`src/rtl/ralu_sequencer_if.sv`:
```
// Handshake and RALU control/result bundle between the instruction decoder,
// the sequencer and the RALU datapath.
interface ralu_sequencer_if #(
  parameter int WIDTH      = 4,
  parameter int ADDR_WIDTH = 3
);
  logic                  start;
  logic [2:0]            opcode;
  logic [ADDR_WIDTH-1:0] dst;
  logic [ADDR_WIDTH-1:0] src;
  logic [WIDTH-1:0]      imm;
  logic                  Pout;
  logic [WIDTH-1:0]      R;
  logic                  ready;
  logic                  done;
  logic                  err;
  logic                  carry;
  logic                  zero;
  logic [WIDTH-1:0]      DataIn;
  logic [3:0]            S;
  logic                  M;
  logic                  Pin;
  logic                  ISR;
  logic                  ISL;
  logic                  A;
  logic                  wr;
  logic [ADDR_WIDTH-1:0] adr;
  logic [3:0]            v;

  modport master (
    output start, opcode, dst, src, imm, Pout, R,
    input  ready, done, err, carry, zero,
    input  DataIn, S, M, Pin, ISR, ISL, A, wr, adr, v
  );

  modport slave (
    input  start, opcode, dst, src, imm, Pout, R,
    output ready, done, err, carry, zero,
    output DataIn, S, M, Pin, ISR, ISL, A, wr, adr, v
  );
endinterface

```
`src/rtl/ralu_sequencer.sv`:
```
// Expands one macro-instruction per start/ready handshake into a sequence of
// registered RALU control words and captures the RALU result flags.
module ralu_sequencer #(
  parameter int WIDTH      = 4,
  parameter int ADDR_WIDTH = 3
) (
  input  logic            clock,
  input  logic            reset,
  ralu_sequencer_if.slave bus
);
  // state | meaning
  // IDLE  | ready=1, idle word, waiting for start
  // EXEC  | one control word per clock; step_q is the step being driven
  // DONE  | done pulse with the idle word, then back to IDLE
  typedef enum logic [1:0] {IDLE, EXEC, DONE} state_t;

  localparam logic [2:0] OP_LDI = 3'b001;
  localparam logic [2:0] OP_MOV = 3'b010;
  localparam logic [2:0] OP_ADD = 3'b011;
  localparam logic [2:0] OP_AND = 3'b100;
  localparam logic [2:0] OP_SHL = 3'b101;

  typedef struct packed {
    logic [WIDTH-1:0]      data_in;
    logic [3:0]            s;
    logic                  m;
    logic                  a;
    logic                  wr;
    logic [ADDR_WIDTH-1:0] adr;
    logic [3:0]            v;
  } word_t;

  function automatic logic [2:0] steps_for(input logic [2:0] op, input logic [1:0] sh);
    logic [2:0] n;
    case (op)
      OP_LDI, OP_MOV: n = 3'd2;
      OP_ADD, OP_AND: n = 3'd3;
      OP_SHL:         n = 3'd2 + {1'b0, sh};
      default:        n = 3'd0;
    endcase
    return n;
  endfunction

  function automatic word_t word_for(input logic [2:0]            op,
                                     input logic [ADDR_WIDTH-1:0] d,
                                     input logic [ADDR_WIDTH-1:0] s_reg,
                                     input logic [WIDTH-1:0]      im,
                                     input logic [2:0]            step,
                                     input logic                  last);
    word_t w;
    w = '0;
    case (op)
      OP_LDI: begin
        if (step == 3'd1) begin
          w.a = 1'b1; w.data_in = im; w.v = 4'b0001;
        end else begin
          w.wr = 1'b1; w.adr = d;
        end
      end
      OP_MOV: begin
        if (step == 3'd1) begin
          w.adr = s_reg; w.v = 4'b0001;
        end else begin
          w.wr = 1'b1; w.adr = d;
        end
      end
      OP_ADD, OP_AND: begin
        if (step == 3'd1) begin
          w.adr = d; w.v = 4'b0001;
        end else if (step == 3'd2) begin
          w.adr = s_reg; w.v = 4'b0110;
        end else begin
          w.s   = (op == OP_ADD) ? 4'b1001 : 4'b0100;
          w.m   = (op == OP_ADD);
          w.wr  = 1'b1;
          w.adr = d;
        end
      end
      OP_SHL: begin
        w.adr = d;
        if (step == 3'd1) begin
          w.v = 4'b0110;
        end else begin
          w.s = 4'b0101; w.v = 4'b0010; w.wr = last;
        end
      end
      default: w = '0;
    endcase
    return w;
  endfunction

  state_t                state_q, state_d;
  logic [2:0]            step_q, step_d, nsteps_q, nsteps_d, op_q, op_d;
  logic [ADDR_WIDTH-1:0] dst_q, dst_d, src_q, src_d;
  logic [WIDTH-1:0]      imm_q, imm_d;
  word_t                 word_q, word_d;
  logic                  ready_q, ready_d, done_q, done_d, err_q, err_d;
  logic                  carry_q, carry_d, zero_q, zero_d;
  logic [2:0]            n_in, step_nx;

  assign n_in    = steps_for(bus.opcode, bus.imm[1:0]);
  assign step_nx = step_q + 3'd1;

  always_comb begin
    state_d  = state_q;
    step_d   = step_q;
    nsteps_d = nsteps_q;
    op_d     = op_q;
    dst_d    = dst_q;
    src_d    = src_q;
    imm_d    = imm_q;
    word_d   = word_q;
    ready_d  = ready_q;
    done_d   = 1'b0;
    err_d    = err_q;
    carry_d  = carry_q;
    zero_d   = zero_q;
    case (state_q)
      IDLE: begin
        if (bus.start && ready_q) begin
          op_d     = bus.opcode;
          dst_d    = bus.dst;
          src_d    = bus.src;
          imm_d    = bus.imm;
          nsteps_d = n_in;
          step_d   = 3'd1;
          ready_d  = 1'b0;
          err_d    = (bus.opcode > OP_SHL);
          // NOP and illegal opcodes have no steps and finish immediately
          if (n_in == 3'd0) begin
            state_d = DONE;
            done_d  = 1'b1;
            word_d  = '0;
          end else begin
            state_d = EXEC;
            word_d  = word_for(bus.opcode, bus.dst, bus.src, bus.imm, 3'd1, n_in == 3'd1);
          end
        end
      end
      EXEC: begin
        if (step_q == nsteps_q) begin
          state_d = DONE;
          done_d  = 1'b1;
          word_d  = '0;
          if (op_q == OP_ADD) carry_d = bus.Pout;
          if (op_q == OP_ADD || op_q == OP_AND || op_q == OP_SHL) zero_d = (bus.R == '0);
        end else begin
          step_d = step_nx;
          word_d = word_for(op_q, dst_q, src_q, imm_q, step_nx, step_nx == nsteps_q);
        end
      end
      DONE: begin
        state_d = IDLE;
        ready_d = 1'b1;
        word_d  = '0;
      end
      default: begin
        state_d = IDLE;
        ready_d = 1'b1;
        word_d  = '0;
      end
    endcase
  end

  always_ff @(posedge clock or posedge reset) begin
    if (reset) begin
      state_q  <= IDLE;
      step_q   <= '0;
      nsteps_q <= '0;
      op_q     <= '0;
      dst_q    <= '0;
      src_q    <= '0;
      imm_q    <= '0;
      word_q   <= '0;
      ready_q  <= 1'b1;
      done_q   <= 1'b0;
      err_q    <= 1'b0;
      carry_q  <= 1'b0;
      zero_q   <= 1'b0;
    end else begin
      state_q  <= state_d;
      step_q   <= step_d;
      nsteps_q <= nsteps_d;
      op_q     <= op_d;
      dst_q    <= dst_d;
      src_q    <= src_d;
      imm_q    <= imm_d;
      word_q   <= word_d;
      ready_q  <= ready_d;
      done_q   <= done_d;
      err_q    <= err_d;
      carry_q  <= carry_d;
      zero_q   <= zero_d;
    end
  end

  assign bus.ready  = ready_q;
  assign bus.done   = done_q;
  assign bus.err    = err_q;
  assign bus.carry  = carry_q;
  assign bus.zero   = zero_q;
  assign bus.DataIn = word_q.data_in;
  assign bus.S      = word_q.s;
  assign bus.M      = word_q.m;
  assign bus.A      = word_q.a;
  assign bus.wr     = word_q.wr;
  assign bus.adr    = word_q.adr;
  assign bus.v      = word_q.v;
  assign bus.Pin    = 1'b0;
  assign bus.ISR    = 1'b0;
  assign bus.ISL    = 1'b0;
endmodule

```
`src/flat_wrapper.sv`:
```
// flat-port wrapper written by rule: the top's interface ports become plain ports
module ralu_sequencer_flat 
#(
  parameter int WIDTH      = 4,
  parameter int ADDR_WIDTH = 3
)
  (clock, reset, bus_start, bus_opcode, bus_dst, bus_src, bus_imm, bus_Pout, bus_R, bus_ready, bus_done, bus_err, bus_carry, bus_zero, bus_DataIn, bus_S, bus_M, bus_Pin, bus_ISR, bus_ISL, bus_A, bus_wr, bus_adr, bus_v);
  ralu_sequencer_if #(.WIDTH(WIDTH), .ADDR_WIDTH(ADDR_WIDTH)) bus_i ();
  input  logic clock;
  input  logic reset;
  input wire logic [$bits(bus_i.start)-1:0] bus_start;
  input wire logic [$bits(bus_i.opcode)-1:0] bus_opcode;
  input wire logic [$bits(bus_i.dst)-1:0] bus_dst;
  input wire logic [$bits(bus_i.src)-1:0] bus_src;
  input wire logic [$bits(bus_i.imm)-1:0] bus_imm;
  input wire logic [$bits(bus_i.Pout)-1:0] bus_Pout;
  input wire logic [$bits(bus_i.R)-1:0] bus_R;
  output wire logic [$bits(bus_i.ready)-1:0] bus_ready;
  output wire logic [$bits(bus_i.done)-1:0] bus_done;
  output wire logic [$bits(bus_i.err)-1:0] bus_err;
  output wire logic [$bits(bus_i.carry)-1:0] bus_carry;
  output wire logic [$bits(bus_i.zero)-1:0] bus_zero;
  output wire logic [$bits(bus_i.DataIn)-1:0] bus_DataIn;
  output wire logic [$bits(bus_i.S)-1:0] bus_S;
  output wire logic [$bits(bus_i.M)-1:0] bus_M;
  output wire logic [$bits(bus_i.Pin)-1:0] bus_Pin;
  output wire logic [$bits(bus_i.ISR)-1:0] bus_ISR;
  output wire logic [$bits(bus_i.ISL)-1:0] bus_ISL;
  output wire logic [$bits(bus_i.A)-1:0] bus_A;
  output wire logic [$bits(bus_i.wr)-1:0] bus_wr;
  output wire logic [$bits(bus_i.adr)-1:0] bus_adr;
  output wire logic [$bits(bus_i.v)-1:0] bus_v;
  assign bus_i.start = bus_start;
  assign bus_i.opcode = bus_opcode;
  assign bus_i.dst = bus_dst;
  assign bus_i.src = bus_src;
  assign bus_i.imm = bus_imm;
  assign bus_i.Pout = bus_Pout;
  assign bus_i.R = bus_R;
  assign bus_ready = bus_i.ready;
  assign bus_done = bus_i.done;
  assign bus_err = bus_i.err;
  assign bus_carry = bus_i.carry;
  assign bus_zero = bus_i.zero;
  assign bus_DataIn = bus_i.DataIn;
  assign bus_S = bus_i.S;
  assign bus_M = bus_i.M;
  assign bus_Pin = bus_i.Pin;
  assign bus_ISR = bus_i.ISR;
  assign bus_ISL = bus_i.ISL;
  assign bus_A = bus_i.A;
  assign bus_wr = bus_i.wr;
  assign bus_adr = bus_i.adr;
  assign bus_v = bus_i.v;
  ralu_sequencer #(.WIDTH(WIDTH), .ADDR_WIDTH(ADDR_WIDTH)) u_core (.clock(clock), .reset(reset), .bus(bus_i));
endmodule
```
`config.mk`:
```
export PLATFORM = sky130hd
export DESIGN_NAME = ralu_sequencer_flat
export DESIGN_NICKNAME = d
export VERILOG_FILES = /design/src/rtl/ralu_sequencer_if.sv /design/src/rtl/ralu_sequencer.sv /design/src/flat_wrapper.sv
export SDC_FILE = /design/constraint.sdc
export NUM_CORES = 1
export LEC_CHECK = 0
export CAP_MARGIN = 40
export CORE_ASPECT_RATIO = 2
export CORE_MARGIN = 4
export CORE_UTILIZATION = 45
export DETAILED_ROUTE_END_ITERATION = 7
export PLACE_DENSITY_LB_ADDON = 0.2
export SETUP_SLACK_MARGIN = 0.15
export SLEW_MARGIN = 30
export SYNTH_ARGS = -nofsm -noshare
export SYNTH_HDL_FRONTEND = slang
export SYNTH_SLANG_ARGS = --single-unit
export TNS_END_PERCENT = 1
```
`constraint.sdc`:
```
create_clock -name clock -period 1.9 [get_ports clock]
set_input_delay 0.285 -clock clock [delete_from_list [all_inputs] [get_ports clock]]
set_output_delay 0.285 -clock clock [all_outputs]
set_load 0.01 [all_outputs]
```
# ---- Word level (Yosys, flattened, before mapping)
# Index checks and enable logic that the tools add are counted.
dict set report totals {
  ff_bits 44
  latch_bits 0
  ram_bits 0
  mem_bits_ro 0
  output_inout_bits 26
  word_cells 100
  mem_count 0
}
dict set report classes {
  add_sub_neg 2
  mul 0
  n_div 0
  n_lt_le_gt_ge 1
  n_eq_ne 18
  shift 0
  mux 43
  bitwise 1
  n_reduce_logical 16
}
# cell n
set ops {}
lappend ops {{$mux 18} 3}
lappend ops {{$pmux 18 s2} 1}
lappend ops {{$pmux 8 s4} 1}
lappend ops {{$pmux 7 s4} 1}
lappend ops {{$mux 3} 7}
lappend ops {{$mux 4} 5}
lappend ops {{$eq 3x2->1 const B} 5}
lappend ops {{$mux 1} 13}
lappend ops {{$eq 3x3->1 const B} 4}
lappend ops {{$mux 5} 2}
lappend ops {{$eq 3x1->1 const B} 3}
lappend ops {{$pmux 3 s3} 1}
lappend ops {{$reduce_and 3->1} 3}
lappend ops {{$pmux 4 s2} 1}
lappend ops {{$mux 7} 1}
lappend ops {{$eq 3x3->1} 2}
lappend ops {{$mux 2} 3}
lappend ops {{$pmux 3 s2} 1}
lappend ops {{$reduce_and 2->1} 3}
lappend ops {{$reduce_or 2->1} 3}
lappend ops {{$logic_not 4->1} 1}
lappend ops {{$ne 2x1->1 const B} 2}
lappend ops {{$pmux 1 s2} 2}
lappend ops {{$pmux 2 s2} 1}
lappend ops {{11 further kinds} 12}

# ---- Longest topological paths before layout
dict set report logic_depth {
  word_depth 7
  depth_mapped 8
  ltp_nobuf 7
}

# ---- Worst setup path before layout
# No wires, ideal clock.
dict set report synth_timing {
  path_type {reg2reg}
  from {reg u_core.step_q[0]}
  to {reg u_core.word_q, in the netlist u_core.bus.adr[0]}
  t_arrival_ps 1691
  t_required_ps 1774
  path_slack_ps 82
  path_stages_with_launch 9
  cell_sequence {dfrtp_1 > inv_1 > ha_1 > buf_2 > nor2b_1 > mux2i_1 > o21ai_0 > a21oi_1 > a221o_2}
}
dict set report synth_via {
  elab_chain_cells 7
}
# item line
set synth_rtl {}
lappend synth_rtl {{start: declaration} ralu_sequencer.sv:93} ;# logic [2:0] step_q, step_d, nsteps_q, nsteps_d, op_q, op_d;
lappend synth_rtl {{start signal: assignment} ralu_sequencer.sv:182} ;# step_q <= step_d;
lappend synth_rtl {{$add 3x1->3} ralu_sequencer.sv:102} ;# assign step_nx = step_q + 3'd1;
lappend synth_rtl {{$eq 3x2->1} ralu_sequencer.sv:70} ;# end else if (step == 3'd2) begin
lappend synth_rtl {{$mux 3} ralu_sequencer.sv:70}
lappend synth_rtl {{$mux 7} ralu_sequencer.sv:68} ;# if (step == 3'd1) begin
lappend synth_rtl {{$pmux 8 s4} ralu_sequencer.sv:52} ;# case (op)
lappend synth_rtl {{$mux 18 (*)} ralu_sequencer.sv:141} ;# if (step_q == nsteps_q) begin
lappend synth_rtl {{$pmux 18 s2 (*)} ralu_sequencer.sv:118} ;# case (state_q)
lappend synth_rtl {{end signal: assignment} ralu_sequencer.sv:188} ;# word_q <= word_d;
lappend synth_rtl {{end: declaration} ralu_sequencer.sv:96} ;# word_t word_q, word_d;
# Every way passes the cells marked *; elsewhere a longest branch is shown, timed or not.
# A chain may end at the register's enable or synchronous reset.

# ---- Worst setup path in the final report
dict set report layout_timing {
  from {reg u_core.step_q[0]}
  to {reg u_core.word_q, in the netlist u_core.bus.wr}
}
dict set report layout_via {
  elab_chain_cells 7
}
# item line
set layout_rtl {}
lappend layout_rtl {{$add 3x1->3} ralu_sequencer.sv:102}
lappend layout_rtl {{$eq 3x2->1} ralu_sequencer.sv:70}
lappend layout_rtl {{$mux 1} ralu_sequencer.sv:70}
lappend layout_rtl {{$mux 1} ralu_sequencer.sv:68}
lappend layout_rtl {{$pmux 8 s4} ralu_sequencer.sv:52}
lappend layout_rtl {{$mux 18 (*)} ralu_sequencer.sv:141}
lappend layout_rtl {{$pmux 18 s2 (*)} ralu_sequencer.sv:118}
# Marked as above.

==> impl_metrics.py <==
metrics = {
    "outcome": {
        "outcome": "finished, final reports clean",
    },
    "die": {
        "coreArea_sq_um": 4860,
        "num_io_pins": 47,
        "start_util_pct": 46.1,
        "std_cell_rows": 36,
        "dieArea_sq_um": 6240,
        "chipHeight_um": 108,
        "die_width_um": 57.9,
    },
    "cts": {
        "clk_latency_ns": 0.31,
        "cts_buffers": 5,
        "clock-sinks": 42,
        "clk_path_buf_depth": 2,
        "cts_tree": "done",
        "clk_pin_slew_ns": 0.09,
        "clock_tree.root_cell": "clkbuf_8",
        "htreeDepth": 2,
        "cts_hold_buf": 0,
    },
    "worst_setup_path": {
        "crit_chain": "ha_4, xnor2_2, buf_6, mux2i_1, nor4_1, a41oi_2, o21ai_0",
        "r2r-end": "u_core.bus.wr",
        "critPathKind": "register to register",
        "reg2reg_from": "u_core.step_q[0]",
        "path_max_fanout": 5,
        "cp_slowest_stage_delay_ns": 0.48,
        "reg2reg_slack_ns": 0.03,
        "rr_worst_depth": 7,
        "cp_slowest_cell": "dfrtp_2",
        "cp-start-kind": "register",
        "cp.arrival_ns": 2.08,
        "crit_required_ns": 2.11,
        "endpoint_kind": "register",
    },
    "detailed_routing": {
        "drtPass1Iterations": 4,
        "wirelength_mm": 6.13,
        "vias_per_cell": 5.57,
        "drcViolationCount": 0,
        "first_iter_violations": 63,
        "vias": 2021,
        "wl_per_cell_um": 16.9,
        "drtAntennaViolNets": 0,
    },
    "logic_synthesis": {
        "yosysWarningCount": 0,
        "ys_ff_latch": 42,
        "synth_top_family_by_area": "simple AND/OR/NAND/NOR gates",
        "syn_area_sq_um": 2240,
        "muxShareOfSynthArea_pct": 3.24,
        "synth_compound_area_share_pct": 18.6,
        "syn_avg_cell_area_sq_um": 9.15,
        "synth_adder_area_share_pct": 1.67,
        "synth_cell_types": 51,
        "ys_seq_area_share_pct": 46.9,
        "syn_inst": 245,
        "synth_edf_count": 0,
        "synthFlopType": "dfrtp_1",
        "async_flop_share_pct": 100,
        "synth_xor_area_share_pct": 2.29,
        "synth-simple-area-share_pct": 21.3,
    },
    "timing": {
        "setup_viol": 0,
        "skew_ns": 0.0175,
        "fin_tns_setup_ns": 0,
        "hold_viol": 0,
        "period_needed_ns": 1.87,
        "fin_ws_ns": 0.0348,
        "tightest_slew_ns": 0.593,
        "period_share_pct": 98.2,
        "finalMaxSlewViolations": 0,
        "rsz0062_at_grt": "yes",
        "fmax_ghz": 0.536,
        "maxSlewHeadroom_pct": 60.5,
    },
    "placed_design": {
        "dp_slack_ns": -0.127,
        "place_area_sq_um": 2840,
        "place_congestion": 0.847,
        "dp_hpwl_mm": 4.46,
        "port_buffers": 41,
        "placed_cells": 351,
    },
    "job": {
        "drv_cap": 0,
    },
    "layout": {
        "utilization_pct": 63.8,
        "final_area_sq_um": 3110,
        "drive_above_1_share_pct": 21.6,
        "finalNonFillerCells": 363,
        "nFillCells": 406,
        "diodes": 0,
        "nets": 329,
        "areaGrowthSynthToFinish_pct": 38.5,
    },
    "global_route": {
        "grt_max_degree": 43,
        "grt_pass1_vias": 2055,
        "overflow": 0,
        "grt_pass1_wl_mm": 9.69,
        "grt_usage_pct": 20.6,
        "antenna_found_initial": 0,
    },
    "pwr": {
        "powerDensity_nw_per_um2": 1640,
        "leakage_nw": 1.45,
        "vdd_ir_drop_max_uv": 1150,
    },
    "min_path": {
        "hold_class": "primary input to async pin",
    },
}
==> worst max-delay path: cells and delay by family, from the launching register on <==
kind                     cells  cell delay [ns]
adder cells (fa/ha/maj)      1             0.20
buffers and inverters        1             0.15
XOR/XNOR                     1             0.19
AO/OA/AOI/OAI                2             0.28
flip-flops                   1             0.48
AND/OR/NAND/NOR              1             0.39
multiplexers                 1             0.07
==> cells by family (layout without fill, tap and decap cells) <==
kind of cell,after synthesis,after routing
xor+xnor,5,5
simple gates,102,102
compound gates,57,57
fa+ha+maj,3,3
flops,42,42
other cells,1,5
buf+inv,28,85
mux,7,7
==> per-layer routing <==
| layer | wire [um] | track usage, % |
|---|---|---|
| met2 | 3440 | 37.7 |
| met4 | 326 | 13.3 |
| met3 | 214 | 2.88 |
| met5 | 0 | 0 |
| met1 | 2150 | 20.8 |
==> layout by cell type (no fill, tap or decap), types with 3 or more instances in the layout <==
master           synthesis  routed
nor3_1                   4       4
conb_1                   1       5
a21oi_1                 11      10
a222oi_1                 4       4
nand2_1                 54      53
clkbuf_8                 0       6
buf_4                    5      25
xnor2_2                  1       3
inv_1                    8       6
a221o_2                  3       3
o21ai_0                 12      11
clkdlybuf4s50_1          0      41
a211oi_1                 3       3
mux2i_1                  5       5
dfrtp_1                 41      40
nor2_1                  18      17
nor2b_1                  7       6
==> synthesized netlist by cell type (3+ instances only) <==
cell / n / area, sq um
a211oi_1: 3 / 22.5
a21oi_1: 11 / 55.1
a221o_2: 3 / 33.8
a222oi_1: 4 / 40.0
buf_2: 5 / 25.0
buf_4: 5 / 37.5
clkbuf_1: 10 / 37.5
dfrtp_1: 41 / 1030
ha_1: 3 / 37.5
inv_1: 8 / 30.0
mux2i_1: 5 / 50.1
nand2_1: 54 / 203
nor2_1: 18 / 67.6
nor2b_1: 7 / 43.8
nor3_1: 4 / 20.0
o21ai_0: 12 / 60.1
xnor2_1: 3 / 26.3
==> sequential cells by signal, summed over array words and instances, names as in the netlist <==
| name | flops |
|---|---|
| u_core.bus.err | 1 |
| u_core.bus.A | 1 |
| u_core.bus.M | 1 |
| u_core.bus.S | 3 |
| u_core.imm_q | 4 |
| u_core.bus.v | 3 |
| u_core.bus.done | 1 |
| u_core.bus.ready | 1 |
| u_core.bus.wr | 1 |
| u_core.bus.adr | 3 |
| u_core.bus.DataIn | 4 |
| u_core.op_q | 3 |
| u_core.state_q | 2 |
| u_core.dst_q | 3 |
| u_core.step_q | 3 |
| u_core.bus.zero | 1 |
| u_core.src_q | 3 |
| u_core.bus.carry | 1 |
| u_core.nsteps_q | 3 |
==> where the power goes <==
group          internal, W  switching (W)
combinational      0.00128        0.00135
sequential         0.00125       0.000315
clock             0.000561       0.000324
==> per-stage QoR <==
step                      power [W]  hold WS, ns
after floorplan             0.00292        0.390
after global placement      0.00380        0.458
after detailed placement    0.00385        0.468
after CTS                   0.00489        0.335
after global routing        0.00544        0.370
final                       0.00508        0.324
==> worst max-delay path by stage <==
stage	startpoint	endpoint	depth (start not counted)
after global placement	bus_start	u_core.bus.v[1]	4
after global routing	u_core.step_q[0]	u_core.bus.wr	7
after CTS	u_core.step_q[0]	u_core.bus.adr[2]	6
after floorplan	u_core.step_q[0]	u_core.bus.wr	6
after detailed placement	bus_start	u_core.bus.v[1]	4
final	u_core.step_q[0]	u_core.bus.wr	7
==> repair_timing <==
item | 4_1_cts | 5_1_grt
gates resized for setup | 12 | 8
endpoints found under the setup margin | 14 | 26
pin swaps | 1 | 2
cloned | 0 | 1
setup buffers | 1 | 2
==> cell type report <==
cell class	count	area, sq um	share of cell area, %
timing repair buffer	69	634	20.4
inverter	8	30.0	0.967
tap	57	71.3	2.30
multi-input combinational	179	1170	37.8
clock buffer	6	82.6	2.66
sequential	42	1050	33.9
clock inverter	2	60.1	1.93
No activity file was read; power rests on OpenSTA's default activity.
